`src/rtl/fp_pkg.sv`:
```
`default_nettype none
// ============================================================================
//  Module      : fp_pkg
//  Description : Shared types and constants for the sequential single-precision
//                subtractor: FSM state encoding, field widths and an unpack
//                struct with a significand helper (denormals flushed to zero).
//  Revision    : 1.0 - initial release
// ============================================================================
package fp_pkg;

    localparam int EXP_W   = 8;
    localparam int FRAC_W  = 23;
    localparam int EXP_MAX = 255;

    typedef enum logic [2:0] {
        IDLE   = 3'd0,
        ALIGN  = 3'd1,
        ADDSUB = 3'd2,
        NORM   = 3'd3,
        PACK   = 3'd4,
        DONE   = 3'd5
    } fpState_e;

    typedef struct packed {
        logic              sign;
        logic [EXP_W-1:0]  exp;
        logic [FRAC_W-1:0] frac;
    } fpFields_t;

    // Significand with hidden bit; an exponent of zero reads as zero.
    function automatic logic [FRAC_W:0] sigOf(input fpFields_t f);
        return (f.exp == '0) ? '0 : {1'b1, f.frac};
    endfunction

endpackage
`default_nettype wire

```
`src/rtl/fp_round_pack.sv`:
```
`default_nettype none
// ============================================================================
//  Module      : fp_round_pack
//  Description : Final rounding and IEEE-754 single packing. Zero significand
//                or exponent <= 0 gives +0; exponent >= 255 saturates to inf.
//                Configuration macro: FP_SUB_RNE_EN (round-to-nearest-even;
//                when undefined the significand is truncated).
//  Revision    : 1.0 - initial release
// ============================================================================
module fp_round_pack
    import fp_pkg::*;
(
    input  logic               sign,
    input  logic signed [9:0]  exp,
    input  logic [FRAC_W:0]    sig,
    input  logic               guard,
    input  logic               round,
    input  logic               sticky,
    output logic [31:0]        word
);

    logic              w_roundUp;
    logic [FRAC_W+1:0] w_rounded;
    logic signed [9:0] w_expAdj;
    logic [FRAC_W-1:0] w_frac;

    // Round, absorb mantissa overflow into the exponent, then range-check.
    always_comb begin
`ifdef FP_SUB_RNE_EN
        w_roundUp = guard & (round | sticky | sig[0]);
`else
        // Round toward zero: the guard/round/sticky bits are dropped.
        w_roundUp = 1'b0 & (guard | round | sticky);
`endif
        w_rounded = {1'b0, sig} + {{(FRAC_W+1){1'b0}}, w_roundUp};
        w_expAdj  = exp + (w_rounded[FRAC_W+1] ? 10'sd1 : 10'sd0);
        w_frac    = w_rounded[FRAC_W+1] ? w_rounded[FRAC_W:1] : w_rounded[FRAC_W-1:0];
        if (sig == '0 || exp <= 10'sd0) begin
            word = 32'd0;
        end else if (w_expAdj >= 10'(EXP_MAX)) begin
            word = {sign, 8'hFF, 23'd0};
        end else begin
            word = {sign, w_expAdj[EXP_W-1:0], w_frac};
        end
    end

endmodule
`default_nettype wire

```
`src/rtl/fp_subtractor_seq.sv`:
```
`default_nettype none
// ============================================================================
//  Module      : fp_subtractor_seq
//  Description : Multi-cycle IEEE-754 single-precision A - B. Alignment and
//                left normalisation shift one bit per cycle; valid/ready on
//                both sides. Configuration macro: FP_SUB_RNE_EN (selects
//                round-to-nearest-even in fp_round_pack, else truncation).
//  Revision    : 1.0 - initial release
// ============================================================================
module fp_subtractor_seq
    import fp_pkg::*;
#(
    parameter int ALIGN_CAP = 26
) (
    input  logic        clk,
    input  logic        reset,
    input  logic        in_valid,
    output logic        in_ready,
    input  logic [31:0] A,
    input  logic [31:0] B,
    output logic        out_valid,
    input  logic        out_ready,
    output logic [31:0] Out,
    output logic        busy
);

    localparam int CNT_W = (ALIGN_CAP < 1) ? 1 : $clog2(ALIGN_CAP + 1);

    fpState_e           r_state, w_nextState;
    logic [FRAC_W:0]    r_sigBig, r_sigSmall;
    logic               r_guard, r_round, r_sticky, r_carry;
    logic               r_sign, r_effSub;
    logic signed [9:0]  r_exp;
    logic [CNT_W-1:0]   r_alignCnt;
    logic [31:0]        r_out;

    // Operand decode at accept time
    fpFields_t          w_fa, w_fb;
    logic [FRAC_W:0]    w_sigA, w_sigB, w_sigSmall;
    logic [30:0]        w_magA, w_magB;
    logic               w_aBig, w_collapse;
    logic [EXP_W-1:0]   w_expBig, w_expSmall, w_diff;
    logic [27:0]        w_opBig, w_opSmall, w_sum;
    logic [31:0]        w_packed;

    assign w_fa       = A;
    assign w_fb       = B;
    assign w_sigA     = sigOf(w_fa);
    assign w_sigB     = sigOf(w_fb);
    assign w_magA     = (w_fa.exp == '0) ? '0 : {w_fa.exp, w_fa.frac};
    assign w_magB     = (w_fb.exp == '0) ? '0 : {w_fb.exp, w_fb.frac};
    assign w_aBig     = (w_magA >= w_magB);
    assign w_expBig   = w_aBig ? w_fa.exp : w_fb.exp;
    assign w_expSmall = w_aBig ? w_fb.exp : w_fa.exp;
    assign w_sigSmall = w_aBig ? w_sigB : w_sigA;
    assign w_diff     = w_expBig - w_expSmall;
    assign w_collapse = ({24'd0, w_diff} > 32'(ALIGN_CAP));

    // Magnitude datapath: {carry, significand, G, R, S}; larger minus smaller never underflows.
    assign w_opBig   = {1'b0, r_sigBig, 3'b000};
    assign w_opSmall = {1'b0, r_sigSmall, r_guard, r_round, r_sticky};
    assign w_sum     = r_effSub ? (w_opBig - w_opSmall) : (w_opBig + w_opSmall);

    assign in_ready  = (r_state == IDLE);
    assign busy      = (r_state != IDLE);
    assign out_valid = (r_state == DONE);
    assign Out       = r_out;

    fp_round_pack u_roundPack (
        .sign   (r_sign),
        .exp    (r_exp),
        .sig    (r_sigBig),
        .guard  (r_guard),
        .round  (r_round),
        .sticky (r_sticky),
        .word   (w_packed)
    );

    // State register
    always_ff @(posedge clk) begin
        if (reset) r_state <= IDLE;
        else       r_state <= w_nextState;
    end

    // Next-state sequencing
    always_comb begin
        w_nextState = r_state;
        case (r_state)
            IDLE:    if (in_valid) w_nextState = ALIGN;
            ALIGN:   if (r_alignCnt == '0) w_nextState = ADDSUB;
            ADDSUB:  w_nextState = (w_sum == '0) ? PACK : NORM;
            NORM:    if (r_carry || r_sigBig[FRAC_W]) w_nextState = PACK;
            PACK:    w_nextState = DONE;
            DONE:    if (out_ready) w_nextState = IDLE;
            default: w_nextState = IDLE;
        endcase
    end

    // Datapath: capture, align, add/sub, normalise, pack
    always_ff @(posedge clk) begin
        if (reset) begin
            r_sigBig   <= '0;
            r_sigSmall <= '0;
            r_guard    <= 1'b0;
            r_round    <= 1'b0;
            r_sticky   <= 1'b0;
            r_carry    <= 1'b0;
            r_sign     <= 1'b0;
            r_effSub   <= 1'b0;
            r_exp      <= '0;
            r_alignCnt <= '0;
            r_out      <= '0;
        end else begin
            case (r_state)
                IDLE: if (in_valid) begin
                    r_sigBig   <= w_aBig ? w_sigA : w_sigB;
                    r_sigSmall <= w_collapse ? '0 : w_sigSmall;
                    r_guard    <= 1'b0;
                    r_round    <= 1'b0;
                    r_sticky   <= w_collapse & (|w_sigSmall);
                    r_carry    <= 1'b0;
                    r_sign     <= w_aBig ? w_fa.sign : ~w_fb.sign;
                    r_effSub   <= (w_fa.sign == w_fb.sign);
                    r_exp      <= {2'b00, w_expBig};
                    r_alignCnt <= w_collapse ? CNT_W'(ALIGN_CAP) : CNT_W'(w_diff);
                end
                ALIGN: if (r_alignCnt != '0) begin
                    r_sigSmall <= {1'b0, r_sigSmall[FRAC_W:1]};
                    r_guard    <= r_sigSmall[0];
                    r_round    <= r_guard;
                    r_sticky   <= r_sticky | r_round;
                    r_alignCnt <= r_alignCnt - CNT_W'(1);
                end
                ADDSUB: begin
                    {r_carry, r_sigBig, r_guard, r_round, r_sticky} <= w_sum;
                end
                NORM: begin
                    if (r_carry) begin
                        {r_sigBig, r_guard, r_round} <= {r_carry, r_sigBig, r_guard};
                        r_sticky <= r_sticky | r_round;
                        r_carry  <= 1'b0;
                        r_exp    <= r_exp + 10'sd1;
                    end else if (!r_sigBig[FRAC_W]) begin
                        {r_sigBig, r_guard, r_round} <= {r_sigBig[FRAC_W-1:0], r_guard, r_round, r_sticky};
                        r_exp <= r_exp - 10'sd1;
                    end
                end
                PACK:    r_out <= w_packed;
                default: ;
            endcase
        end
    end

endmodule
`default_nettype wire
```
`config.mk`:
```
export PLATFORM = sky130hd
export DESIGN_NAME = fp_subtractor_seq
export DESIGN_NICKNAME = d
export VERILOG_FILES = /design/src/rtl/fp_pkg.sv /design/src/rtl/fp_round_pack.sv /design/src/rtl/fp_subtractor_seq.sv
export SDC_FILE = /design/constraint.sdc
export NUM_CORES = 1
export LEC_CHECK = 0
export BUFFER_PORTS_ARGS = -buffer_cell sky130_fd_sc_hd__buf_2
export CORE_ASPECT_RATIO = 0.7
export CORE_UTILIZATION = 49
export CTS_BUF_LIST = sky130_fd_sc_hd__clkbuf_4
export DETAILED_ROUTE_END_ITERATION = 7
export PLACE_DENSITY = 0.79
export SKIP_LAST_GASP = 1
export SLEW_MARGIN = 30
export SYNTH_ARGS = -nofsm -noshare
export SYNTH_HDL_FRONTEND = slang
export SYNTH_SLANG_ARGS = --single-unit
```
`constraint.sdc`:
```
create_clock -name clk -period 7.26 [get_ports clk]
set_input_delay 1.089 -clock clk [delete_from_list [all_inputs] [get_ports clk]]
set_output_delay 1.089 -clock clk [all_outputs]
set_load 0.02 [all_outputs]
```
==> impl_metrics.tcl <==
set metrics [dict create \
    status "finished clean" \
    io_buffers 102 \
    startpoint_type "primary input" \
    clk_transition_reported_paths_ns 0.18 \
    critPathMaxStageDelay_ns 0.60 \
    p_total_mw 3.49 \
    hold_viol 0 \
    grt_pass1_vias 9435 \
    async_reset_ff_share_pct 0 \
    vias 10500 \
    cp_max_fo 37 \
    clkLatencyLatePin_ns 0.50 \
    holdWs_ns 0.473 \
    antenna_found_initial 1 \
    cts_buffer_depth 2 \
    synthTopCellsByCount "173 x nor2_1, 136 x a21oi_1, 104 x dfxtp_1, 104 x nand2_1, 93 x inv_1" \
    first_iter_violations 1273 \
    rsz0062_at_grt "no" \
    fin_crit_sh_pct 81.0 \
    die_h_um 121 \
    synth_nets 1527 \
    postRouteAntennaNets 0 \
    critPathKind "primary input to flip-flop" \
    hold_path_class "flip-flop to flip-flop" \
    post_cts_buffers 0 \
    syn_to_final_growth_pct 6.75 \
    htreeDepth 3 \
    drive_gt1_share_pct 12.9 \
    setup_viol 0 \
    ys_top_cells_by_area "dfxtp_1 21%, ha_1 11%, a21oi_1 6.8%, nor2_1 6.5%, nand2_1 3.9%" \
    worstPathCellList "buf_2 -> or4_1 -> or2_2 -> nand2_1 -> ha_1 -> a21o_1 -> nand3_1 -> a21oi_1 -> o311ai_0 -> nor4b_4 -> buf_4 -> mux2i_1 -> ha_1 -> a22oi_1 -> o311ai_1 -> a21o_1 -> o2111ai_1 -> or3_1 -> buf_4 -> o22ai_1" \
    fin_tns_setup_ns 0 \
    cpLargestDelayFamily "simple AND/OR/NAND/NOR gates" \
    cap_viol_max_count 0 \
    wire_per_inst_um 18.9 \
    cts_resized 0 \
    dp_worst_setup_slack_ns 0.835 \
    num_io_pins 103 \
    grt_max_degree 103 \
    period_needed_ns 5.88 \
    leakagePower_nw 4.56 \
    worst_pin_slew_ns 0.935 \
    postSynthCellCount 1367 \
    cts_hold_buffers 0 \
    gr-total-overflow 0 \
    drc 0 \
    grt_pass1_wl_um 49800 \
    dieArea_um2 20900 \
    gp_congestion 0.992 \
    hold_start "Out[27]" \
    row_count 43 \
    setup_ws_ns 1.38 \
    p_per_area_nw_per_um2 328 \
    crit-reg2reg-launch "r_sigBig[1]" \
    synth_top_cell_by_area "dfxtp_1" \
    ys_ff_latch 104 \
    cts.sinks 104 \
    ys_types 83 \
    fin_nets 1555 \
    yosysMostFrequentCell "nor2_1" \
    crit_path_start "B[24]" \
    cp.arrival_ns 6.24 \
    syn_avg_cell_area_um2 7.30 \
    critical_path_buf_inv_count 3 \
    routed_wl_um 31700 \
    grt_usage_pct 29.8 \
    cp.required_ns 7.63 \
    crit_slowest_cell "or2_2" \
    synth_top_area_share_pct 20.9 \
    ys_seq_area_share_pct 20.9 \
    synth_edf_count 0 \
    slew_violations 0 \
    max_slew_margin_pct 37.5 \
    core_area_um2 19900 \
    die_w_um 173 \
    finalClockSkew_ns 0.0210 \
    cp-end-kind "flip-flop" \
    vias_per_cell 6.30 \
    dr.pass1.iters 6 \
    ys.flop_type "dfxtp_1" \
    yosysWarnings 0 \
    syn_area_um2 9970 \
    clockRootBuffer "clkbuf_4" \
    cts_tree "done" \
    start_util_pct 50.2 \
    ir_worst_vdd_mv 0.165 \
    max_freq_mhz 170 \
    dp_hpwl_um 24100 \
    cts_made_buffers 9 \
]
-- worst reg2reg max path, stage by stage (launching register included) --
cell and delay (ns):
dfxtp_1 0.68, ha_1 0.39, o21ai_1 0.29, a211oi_2 0.10, a2111oi_2 0.62, nor3_2 0.11, nor4_1 0.46, o211ai_1 0.15
nor4_2 0.23, or4b_1 0.52, or4b_1 0.56, nor4b_2 0.40, a311oi_1 0.15
-- layout by cell type, fill, tap and decap left out, types with 13 or more instances in the layout --
| cell | netlist | routed |
|---|---|---|
| a211oi_1 | 23 | 23 |
| a21o_1 | 13 | 13 |
| a21oi_1 | 136 | 136 |
| a221o_1 | 15 | 15 |
| a221oi_1 | 25 | 25 |
| a22oi_1 | 30 | 30 |
| buf_2 | 3 | 101 |
| buf_4 | 0 | 13 |
| dfxtp_1 | 104 | 104 |
| ha_1 | 90 | 90 |
| inv_1 | 93 | 93 |
| mux2i_1 | 20 | 20 |
| nand2_1 | 104 | 103 |
| nand3_1 | 32 | 32 |
| nor2_1 | 173 | 172 |
| nor2b_1 | 13 | 13 |
| nor3_1 | 57 | 56 |
| nor4_1 | 14 | 14 |
| o21ai_0 | 76 | 76 |
| o21bai_1 | 14 | 14 |
| o22ai_2 | 20 | 20 |
| xnor2_1 | 29 | 29 |
| xor2_1 | 13 | 13 |
-- where the power goes --
group | total (mW) | switching [mW] | internal (mW) | leakage (nW)
clock network | 0.344 | 0.226 | 0.118 | 0.0878
logic | 2.21 | 1.40 | 0.813 | 3.62
registers | 0.937 | 0.260 | 0.678 | 0.848
-- registers in the layout, indices dropped and copies added, names as in the netlist --
| signal | cells |
|---|---|
| r_sigSmall | 24 |
| r_sign | 1 |
| r_round | 1 |
| r_sticky | 1 |
| r_guard | 1 |
| r_effSub | 1 |
| r_sigBig | 24 |
| r_alignCnt | 5 |
| r_carry | 1 |
| r_exp | 10 |
| Out | 32 |
| r_state | 3 |
-- kinds of logic (layout without fill, tap and decap cells) --
kind of cell	Yosys count	count (layout)	synth area share, %
adders and majority gates	95	95	12.0
and+or+nand+nor	472	472	22.5
buffers and inverters	192	225	8.42
other	0	1	0
xor gates and xnor gates	42	42	3.69
DFF	104	104	20.9
AOI/OAI and AO/OA	439	439	30.1
muxes	23	23	2.46
-- path summary, 6_finish.rpt --
path / cells past startpoint / endpoint / slack [ns]
max: 20 / r_sigSmall[9] / 1.38
min: 2 / Out[27] / 0.47
max reg2reg: 12 / r_state[1] / 2.48
min reg2reg: 2 / Out[27] / 0.47
-- per-stage QoR --
stage          utilization (%)  std cells  cell area [µm²]
6_report                  53.6       1671            10600
5_1_grt                   53.6       1670            10600
4_1_cts                   53.5       1669            10600
3_5_place_dp              52.7       1653            10500
3_3_place_gp              52.6       1652            10400
2_1_floorplan                -       1367             9970
-- cell type report --
cell class,instances,area [µm²]
multi-input combinational,1071,7070
clock buffer,10,75.1
fill,1890,9210
timing repair buffer,116,646
sequential,104,2080
inverter,93,349
clock inverter,6,86.3
antenna,1,2.50
tap,270,338
-- per-layer routing --
metal	up-vias	global-route usage (%)	share of wire (%)
met5	-	0	0
met4	0	7.31	1.9
met3	52	7.08	12
met2	587	43.4	40
met1	4866	43.4	46
li1	5015	-	-
(Power assumes the default switching activity.)
